### src/rtl/riscv_pkg.sv
// Shared RV32 constants and the fetch-stage state encoding.
package riscv_pkg;

   localparam int XLEN = 32;
   localparam logic [XLEN-1:0] NOP_INSTR = 32'h0000_0013;

   typedef enum logic [1:0] {
      ISSUE = 2'd0,
      WAIT  = 2'd1,
      FULL  = 2'd2
   } fetch_state_e;

endpackage

### src/rtl/fetch_next_pc.sv
// Redirect qualification, target selection and alignment check for the fetch PC.
module fetch_next_pc
   import riscv_pkg::*;
(
   input  logic            i_valid,
   input  logic            i_stall,
   input  logic            i_br_en,
   input  logic            i_jal_en,
   input  logic            i_jalr_en,
   input  logic [XLEN-1:0] i_jalr_pc,
   input  logic [XLEN-1:0] i_pc,
   input  logic [XLEN-1:0] i_imm,
   output logic            o_redirect,
   output logic            o_misaligned,
   output logic [XLEN-1:0] o_target
);

   logic [XLEN-1:0] w_raw;

   // Branch and JAL share the pc-relative target, so only JALR needs priority.
   always_comb begin
      w_raw = i_pc + i_imm;
      if (i_jalr_en) w_raw = {i_jalr_pc[XLEN-1:1], 1'b0};
   end

   assign o_redirect   = i_valid & ~i_stall & (i_br_en | i_jal_en | i_jalr_en);
   assign o_misaligned = o_redirect & w_raw[1];
   assign o_target     = {w_raw[XLEN-1:2], 2'b00};

endmodule

### src/rtl/fetch_stage.sv
// Instruction fetch with one outstanding imem request, a one-entry skid and the IF/ID register.
module fetch_stage
   import riscv_pkg::*;
#(
   parameter logic [31:0] RESET_PC  = 32'h0000_0000,
   parameter logic [31:0] NOP_INSTR = riscv_pkg::NOP_INSTR
) (
   input  logic        clk,
   input  logic        rst,
   input  logic        stall,
   input  logic        br_en,
   input  logic        jal_en,
   input  logic        jalr_en,
   input  logic [31:0] jalr_PC,
   input  logic [31:0] id_imm,
   output logic        imem_req,
   output logic [31:0] imem_addr,
   input  logic        imem_gnt,
   input  logic        imem_rvalid,
   input  logic [31:0] imem_rdata,
   output logic        if_id_valid,
   output logic [31:0] if_id_pc,
   output logic [31:0] if_id_instr,
   output logic        redirect,
   output logic        misaligned
);

   fetch_state_e r_state, w_next;
   logic [31:0]  r_pc, r_skid_pc, r_skid_instr, r_id_pc, r_id_instr;
   logic         r_kill, r_valid, r_mis;
   logic [31:0]  w_target;
   logic         w_redirect, w_mis, w_gnt, w_rsp_ok, w_to_ifid, w_to_skid, w_skid_pop;

   fetch_next_pc u_next_pc (
      .i_valid      (r_valid),
      .i_stall      (stall),
      .i_br_en      (br_en),
      .i_jal_en     (jal_en),
      .i_jalr_en    (jalr_en),
      .i_jalr_pc    (jalr_PC),
      .i_pc         (r_id_pc),
      .i_imm        (id_imm),
      .o_redirect   (w_redirect),
      .o_misaligned (w_mis),
      .o_target     (w_target)
   );

   assign w_gnt      = (r_state == ISSUE) & imem_gnt;
   assign w_rsp_ok   = (r_state == WAIT) & imem_rvalid & ~r_kill & ~w_redirect;
   assign w_to_ifid  = w_rsp_ok & (~stall | ~r_valid);
   assign w_to_skid  = w_rsp_ok & stall & r_valid;
   assign w_skid_pop = (r_state == FULL) & ~stall & ~w_redirect;

   always_ff @(posedge clk or posedge rst) begin
      if (rst) r_state <= ISSUE;
      else     r_state <= w_next;
   end

   always_comb begin
      w_next = r_state;
      case (r_state)
         ISSUE:   if (w_gnt) w_next = WAIT;
         WAIT:    if (imem_rvalid) w_next = w_to_skid ? FULL : ISSUE;
         FULL:    if (~stall) w_next = ISSUE;
         default: w_next = ISSUE;
      endcase
   end

   // Request drops with reset so the memory never sees a fetch while the PC is being reloaded.
   always_comb begin
      imem_req  = ~rst & (r_state == ISSUE) & ~w_redirect;
      imem_addr = r_pc;
   end

   always_ff @(posedge clk or posedge rst) begin
      if (rst) begin
         r_pc         <= RESET_PC;
         r_kill       <= 1'b0;
         r_skid_pc    <= '0;
         r_skid_instr <= '0;
         r_mis        <= 1'b0;
      end else begin
         if (w_redirect)  r_pc <= w_target;
         else if (w_gnt)  r_pc <= r_pc + 32'd4;
         // A response still in flight at redirect belongs to the wrong path.
         if (w_redirect & (((r_state == WAIT) & ~imem_rvalid) | w_gnt)) r_kill <= 1'b1;
         else if ((r_state == WAIT) & imem_rvalid)                      r_kill <= 1'b0;
         if (w_to_skid) begin
            r_skid_pc    <= r_pc - 32'd4;
            r_skid_instr <= imem_rdata;
         end
         if (w_mis) r_mis <= 1'b1;
      end
   end

   always_ff @(posedge clk or posedge rst) begin
      if (rst) begin
         r_valid    <= 1'b0;
         r_id_pc    <= '0;
         r_id_instr <= NOP_INSTR;
      end else if (w_redirect) begin
         r_valid    <= 1'b0;
         r_id_instr <= NOP_INSTR;
      end else if (w_to_ifid) begin
         r_valid    <= 1'b1;
         r_id_pc    <= r_pc - 32'd4;
         r_id_instr <= imem_rdata;
      end else if (w_skid_pop) begin
         r_valid    <= 1'b1;
         r_id_pc    <= r_skid_pc;
         r_id_instr <= r_skid_instr;
      end else if (~stall) begin
         r_valid    <= 1'b0;
         r_id_instr <= NOP_INSTR;
      end
   end

   assign if_id_valid = r_valid;
   assign if_id_pc    = r_id_pc;
   assign if_id_instr = r_id_instr;
   assign redirect    = w_redirect;
   assign misaligned  = r_mis;

endmodule

### config.mk
export PLATFORM = sky130hd
export DESIGN_NAME = fetch_stage
export DESIGN_NICKNAME = d
export VERILOG_FILES = /design/src/rtl/riscv_pkg.sv /design/src/rtl/fetch_next_pc.sv /design/src/rtl/fetch_stage.sv
export SDC_FILE = /design/constraint.sdc
export NUM_CORES = 1
export LEC_CHECK = 0
export ABC_CLOCK_PERIOD_IN_PS = 6600
export BUFFER_PORTS_ARGS = -buffer_cell sky130_fd_sc_hd__clkbuf_2
export CORE_MARGIN = 5
export CORE_UTILIZATION = 30
export DETAILED_ROUTE_END_ITERATION = 6
export PLACE_DENSITY_LB_ADDON = 0.08
export SYNTH_ARGS = -nofsm -noshare
export SYNTH_HDL_FRONTEND = slang
export SYNTH_SLANG_ARGS = --single-unit
### constraint.sdc
create_clock -name clk -period 6.6 [get_ports clk]
set_input_delay 1.32 -clock clk [delete_from_list [all_inputs] [get_ports clk]]
set_output_delay 1.32 -clock clk [all_outputs]
set_load 0.05 [all_outputs]
==> After elaboration in Yosys (flattened, before gate mapping) <==
Cells that the tools add are included.
{ "word_totals": {"elab_cells": 70, "ff_bits": 165} }
{ "classes": {"bitwise_logic": 26, "reduce_logical": 6, "n_addsub": 3, "n_mux": 20, "n_eq_ne": 6} }
{ "ops": {"columns": ["cell", "n"], "rows": [
  ["two-way mux 32 bit", 9],
  ["adder 32 x 3 -> 32 bit (second input constant)", 1],
  ["adder 32 bit", 1],
  ["subtractor 32 x 3 -> 32 bit (second input constant)", 1],
  ["bitwise AND 1 bit", 16],
  ["two-way mux 2 bit", 4],
  ["two-way mux 1 bit", 6],
  ["!= test 2 bit (second input constant)", 3],
  ["inverter 1 bit", 6],
  ["one-hot mux 2 bit (3 select lines)", 1],
  ["nonzero test 2 bit", 3],
  ["!= test 4 x 1 -> 1 bit (second input constant)", 1],
  ["bitwise OR 1 bit", 4],
  ["AND reduction 3 bit", 1],
  ["equality test 2 x 1 -> 1 bit (second input constant)", 1],
  ["equality test 2 bit (second input constant)", 1],
  ["logical NOT 2 bit", 1],
  ["AND reduction 2 bit", 1]
]} }

==> Longest topological paths before layout <==
Gate-level depths: netlist (run 1).
{ "depth": {"word_depth": 10, "mapped_depth": 9, "ltp_nobuf": 8} }

==> Cells and area by module <==
A second synthesis (run 1) with hierarchy kept.
{ "hier_totals": {"cells_unflattened": 1100, "hier_area_um2": 9894.5} }
{ "by_module_without_submodules": {"columns": ["module", "area_each_um2", "n_inst", "cells_each"], "rows": [
  ["fetch_stage", 7733.7, 1, 760],
  ["fetch_next_pc", 2160.8, 1, 340]
]} }

==> Worst setup path after synthesis (run 1) <==
No wires, ideal clock.
{ "synth_path": {"path_type": "input to output", "startpoint": "in jal_en", "endpoint": "out imem_req", "t_arrival_ns": 4.274, "slack_ns": 1.006, "stages": 5, "cell_sequence": "o311ai_1 clkinv_1 clkbuf_1 clkbuf_1 nor4_1"} }
{ "synth_via": {"elab_chain_cells": 5} }
{ "synth_rtl": {"columns": ["element", "line", "text"], "rows": [
  ["start: declaration", "fetch_stage.sv:12", "input logic jal_en,"],
  ["bitwise OR 1 bit (2 in series)", "fetch_next_pc.sv:26", "assign o_redirect = i_valid & ~i_stall & (i_br_en | i_jal_en | i_jalr_en);"],
  ["bitwise AND 1 bit", "fetch_next_pc.sv:26", null],
  ["via redirect", "fetch_stage.sv:24", "output logic redirect,"],
  ["inverter 1 bit", "fetch_stage.sv:71", "imem_req = ~rst & (r_state == ISSUE) & ~w_redirect;"],
  ["bitwise AND 1 bit", "fetch_stage.sv:71", null],
  ["end: declaration", "fetch_stage.sv:16", "output logic imem_req,"]
]} }
The timed path passes the listed nets, and every way through them passes these cells.

==> Worst setup path after layout (run 1) <==
{ "layout_path": {"startpoint": "in stall", "endpoint": "out imem_req"} }
{ "layout_via": {"elab_chain_cells": 5} }
{ "layout_rtl": {"columns": ["element", "line", "text"], "rows": [
  ["start: declaration", "fetch_stage.sv:10", "input logic stall,"],
  ["inverter 1 bit", "fetch_next_pc.sv:26", null],
  ["bitwise AND 1 bit (2 in series)", "fetch_next_pc.sv:26", null],
  ["inverter 1 bit", "fetch_stage.sv:71", null],
  ["bitwise AND 1 bit", "fetch_stage.sv:71", null]
]} }
Every way passes these cells.

==> results of run 1 <==
==> metrics by stage <==
stage	total power [W]	area [um2]	util	worst slack, ns	hold WS, ns
after floorplan	0.003897	9085	-	0.9934	0.4747
after global placement	0.004658	10420	0.3506	2.037	0.4648
after detailed placement	0.004667	10420	0.3506	2.038	0.4659
after CTS	0.005746	11030	0.3711	2.033	0.4839
after global routing	0.006069	11030	0.3711	1.898	0.5093
final	0.005685	11030	0.3711	2.032	0.4790
==> cells in the final DEF (no fill, tap or decap), drive strengths merged, types with 10 or more instances in the layout <==
cell and instances:
mux2 38, nor3 22, xnor2 40, a31oi 10, dfrtp 156, nand4 11
a21oi 77, a221o 29, o21ai 45, a22oi 16, nor2 73, or3 11
ha 31, buf 14, nand2 57, and3 40, xor2 34, a211oi 18
nand3 23, and2 13, clkbuf 214, inv 22
==> registers in the layout, summed over array words and instances, names as in the netlist <==
signal and cells:
imem_addr 30, if_id_pc 30, r_skid_pc 30, misaligned 1, if_id_instr 32, r_skid_instr 32
if_id_valid 1, r_state 2, r_kill 1
==> layer usage <==
metal	track usage	routed length, um	share of wire	vias to the layer above
li1	-	-	-	3755
met1	0.2461	14170	0.48	3800
met2	0.2573	13010	0.44	207
met3	0.03937	1838	0.062	21
met4	0.04880	495	0.017	0
met5	0	0	0	-
==> layout make-up <==
class,count,area [um2]
inverter,12,50.05
fill,3021,18690
clock buffer,17,425.4
clock inverter,15,183.9
tap,390,488.0
multi-input combinational,695,4806
sequential,159,3983
timing repair buffer,211,1091
==> worst max-delay path: cells and delay by family <==
family                 cells  cell delay [ns]
AOI/OAI and AO/OA          1             0.14
buffers and inverters      5             1.46
and+or+nand+nor            1             0.31
==> report_power, final <==
part / internal (W) / switching, W / total (W)
Combinational: 0.000918 / 0.00186 / 0.00278
Clock: 0.000579 / 0.000469 / 0.00105
Sequential: 0.00139 / 0.000465 / 0.00186
Total: 0.00289 / 0.00280 / 0.00568
==> path summary, 6_finish.rpt <==
path                              from                to  slack [ns]
min in group asynchronous          rst  r_skid_instr[13]        0.91
setup / recovery                 stall          imem_req        2.03
setup reg to reg           if_id_pc[3]     imem_addr[27]        3.47
max in group asynchronous          rst      if_id_pc[14]        4.55
hold reg to reg             misaligned        misaligned        0.48
hold / removal              misaligned        misaligned        0.48
==> logic make-up after synthesis <==
family	Yosys count
fa+ha+maj	31
mux	43
compound gates	250
buf+inv	77
other cells	1
xor+xnor	74
simple gates	293
flops	159
==> qor.csv, run 1 <==
metric;value;unit
syn_area;9074;um2
worst-setup-path-type;primary input to output pin;
routed_wirelength;29.51;mm
synth_cell_types;66;
area_growth;21.52;%
worst_hold_path_type;register to register;
grt_overflow;0;
final_cells;1499;
synth_simple_gate_area_frac;0.1732;
drive_gt1_frac;0.2813;
crit_path_top_delay_cell;clkinv_1;
synth-async-reset-ratio;1.000;
h-tree-depth;4;
synth.most_common_cell;dfrtp_1;
root_buffer;clkbuf_16;
drt-initial-drc-count;383;
io_pins;204;
post_drt_wl_per_cell;19.69;um
finalCritPeriodShare;0.6922;
synth_top_family_by_area;compound AO/OA/AOI/OAI gates;
power_density;515.5;nW/um2
via_per_inst;5.192;
synth_xor_area_frac;0.07143;
clock.fmax;218.9;MHz
worstPathArrival;3.25;ns
synthFlopType;dfrtp_1;
die_x;183.9;um
vias;7783;
place_hpwl;21.01;mm
yosysTopAreaCell;dfrtp_1;
ant_nets;0;
skew;0.01996;ns
muxShareOfSynthArea;0.05268;
finalSetupViolCount;0;
synth_top_area_frac;0.4302;
drt_drc_violations_left;0;
synth_area_leaders;dfrtp_1 (43%), mux2_2 (4.7%), ha_1 (4.3%);
cp-start-kind;primary input;
die-area;33820;um2
fp-row-count;63;
peakVddDrop;167.1;uV
antenna_found_initial;1;
reg2reg_depth;8;
crit_chain;clkbuf_2, buf_4, inv_1, o311ai_4, clkinv_1, nor4_1, clkbuf_2;
outcome;finished, final reports clean;
core_area;29720;um2
crit_required;5.28;ns
clkLatencyLatePin;0.43;ns
final-max-slew-violation-count;0;
n_antenna_cell;0;
syn_avg_cell_area;9.778;um2
grt.total_usage;0.1709;
critPathMaxFanout;33;
grt_pass1_wl;45.54;mm
cts_made_buffers;17;
syn_inst;928;
max_slew.worst_pin.slew;0.9369;ns
die_height;183.9;um
grt_pass1_vias;7687;
synthAdderAreaFrac;0.04275;
post_cts_resized;0;
clock-sinks;159;
synth-edff-count;0;
synth_seq_cells;159;
post-place-cells;1467;
cts_buffer_depth;2;
maxCapViolCount;0;
grt_setup_unrepaired;no;
hold_viol_final;0;
first_pass_iters;5;
crit_path_end_kind;output pin;
yosys_warnings;0;
synth_common_cells;dfrtp_1 (156), a21oi_1 (77), nor2_1 (73);
leakage;5.009;nW
max_slew_margin;0.3727;
port_buffers;197;
min_path_cells;1;
synth_compound_area_frac;0.1841;
seq_area_frac_synth;0.4389;
ctsHoldBuffers;0;
fin_crit;4.568;ns
setup_tns;0;ns
nNetsFinal;1231;
cts_tree;done;
start_util;0.3053;
postCtsSetupRepairBufs;0;
max_stage_delay;0.45;ns
cp_common_cell;clkbuf_2;
clk_pin_slew_worst_paths;0.07;ns
grt_max_degree;61;
gp_congestion;0.8257;
No activity file was read; power rests on OpenSTA's default activity.
==> run 2, diff against run 1 <==
- ABC_CLOCK_PERIOD_IN_PS: 6600 -> 4000
- clock period: 6.6 -> 4 ns (I/O delays scaled with it)
==> qor.csv, run 2 (synthesis gave the netlist of run 1 again) <==
metric;value;unit;change
layout_common_cells;clkbuf_2 (196), dfrtp_1 (156), a21oi_1 (77);;
die-area;33820;um2;unchanged
h-tree-depth;4;;unchanged
skew;0.01369;ns;-0.006274 ns
io_pins;204;;unchanged
postCtsSetupRepairBufs;0;;unchanged
multi_input_area;4812;um2;+0.13%
cts_made_buffers;17;;unchanged
grt_pass1_wl;46.37;mm;+1.8%
clkLatencyLatePin;0.43;ns;about the same
crit_path_end_kind;register;;
clock-sinks;159;;unchanged
maxCapViolCount;0;;unchanged
worst-setup-path-type;primary input to register;;
finalSetupViolCount;0;;unchanged
first_pass_iters;5;;unchanged
rr_startpoint;if_id_pc[3];;
antenna_found_initial;1;;unchanged
reg2reg_to;imem_addr[31];;
seq_area;3983;um2;unchanged
die_height;183.9;um;unchanged
reg2reg_setup_slack;0.84;ns;-2.63 ns
post_drt_wl_per_cell;19.55;um;-0.71%
endpoint;imem_addr[31];;
gp_congestion;0.8417;;+1.9%
final-max-slew-violation-count;0;;unchanged
place_hpwl;21.24;mm;+1.1%
max_slew_margin;0.3631;;-0.009543
area_growth;22.38;%;
finish.utilization;0.3737;;+0.002610
crit_buf_inv;1;;-4
crit_required;4.32;ns;-0.96 ns
crit_path_start;id_imm[3];;
via_per_inst;5.151;;-0.80%
grt_pass1_vias;7879;;+2.5%
grt_setup_unrepaired;no;;
clock.fmax;312.8;MHz;
clk_pin_slew_worst_paths;0.07;ns;about the same
die_x;183.9;um;unchanged
worst_hold_path_type;register to register;;
peakVddDrop;262.5;uV;+57%
pre_cts_slack;0.4301;ns;-1.608 ns
core_area;29720;um2;unchanged
place_area;10530;um2;+1.1%
fill_cells;3031;;+0.33%
crit_family;compound AO/OA/AOI/OAI gates;;
p_total;0.009328;W;+64%
nNetsFinal;1237;;+0.49%
cts_buffer_depth;2;;unchanged
leakage;5.042;nW;+0.66%
crit_cells;9;;+2
port_buffers;197;;unchanged
grt_overflow;0;;unchanged
max_slew.worst_pin.slew;0.9533;ns;+0.01641 ns
max_stage_delay;0.51;ns;+0.06 ns
power_density;840.0;nW/um2;+63%
cp_common_cell;o21ai_0;;
reg2reg_depth;8;;unchanged
start_util;0.3053;;unchanged
n_antenna_cell;0;;unchanged
cp-start-kind;primary input;;
final_common_cell;clkbuf_2;;
ctsHoldBuffers;0;;unchanged
crit_chain;clkbuf_2, ha_1, a211oi_1, o21ai_0, o2111ai_1, nand2_1, o21ai_0, xnor2_1, a221oi_1;;
crit_path_top_delay_cell;o21ai_0;;
outcome;finished, final reports clean;;
drt-initial-drc-count;372;;-2.9%
hold_viol_final;0;;unchanged
fin_area;11100;um2;+0.70%
ant_nets;0;;unchanged
vias;7752;;-0.40%
drive_gt1_frac;0.2861;;+0.004764
drt_drc_violations_left;0;;unchanged
routed_wirelength;29.42;mm;-0.31%
setup_slack;0.8026;ns;-1.229 ns
grt.total_usage;0.1746;;+0.003661
fp-row-count;63;;unchanged
finalCritPeriodShare;0.7993;;
post_cts_resized;0;;unchanged
fin_crit;3.197;ns;
root_buffer;clkbuf_16;;
worstPathArrival;3.52;ns;+0.27 ns
grt_max_degree;64;;+4.9%
critPathMaxFanout;3;;-91%
cts_tree;done;;
setup_tns;0;ns;unchanged
-- run 2: cell types whose count changed in the layout (fill, tap and decap cells not counted), sizes merged --
cell    previous run  this run
bufinv             2         1
inv               22        19
buf               14        21
clkinv             1         5
clkbuf           214       213
-- run 2: worst min path at each step --
stage	start	to	slack (ns)	depth (start not counted)
2_1_floorplan	r_skid_instr[10]	if_id_instr[10]	0.47	1
3_3_place_gp	misaligned	misaligned	0.47	1
3_5_place_dp	misaligned	misaligned	0.46	1
4_1_cts	misaligned	misaligned	0.48	1
5_1_grt	misaligned	misaligned	0.52	1
6_report	misaligned	misaligned	0.48	1
-- run 2: cell type report --
| cell class | count | share of cell area |
|---|---|---|
| clock buffer | 17 | 0.03831 |
| clock inverter | 15 | 0.01318 |
| inverter | 12 | 0.004394 |
| multi-input combinational | 695 | 0.4334 |
| sequential | 159 | 0.3586 |
| tap | 390 | 0.04394 |
| timing repair buffer | 217 | 0.1082 |
-- run 2: metrics by stage --
stage                     hold WS [ns]  cells
after detailed placement        0.4616   1473
after CTS                       0.4801   1505
after global placement          0.4698   1473
after global routing            0.5224   1505
final                           0.4755   1505
after floorplan                 0.4747    931
-- run 2: where the power goes --
| group | switching, W | total, W | internal [W] |
|---|---|---|---|
| clock | 0.000751 | 0.00163 | 0.000878 |
| sequential | 0.000765 | 0.00306 | 0.00230 |
| combinational | 0.00308 | 0.00463 | 0.00156 |
| total | 0.00459 | 0.00933 | 0.00473 |
-- run 2: layer usage --
| layer | up-vias | track usage | share of wire |
|---|---|---|---|
| li1 | 3767 | - | - |
| met3 | 23 | 0.04452 | 0.065 |
| met2 | 201 | 0.2767 | 0.46 |
| met4 | 2 | 0.04082 | 0.013 |
| met1 | 3759 | 0.2408 | 0.46 |
| met5 | - | 0 | 0.00044 |
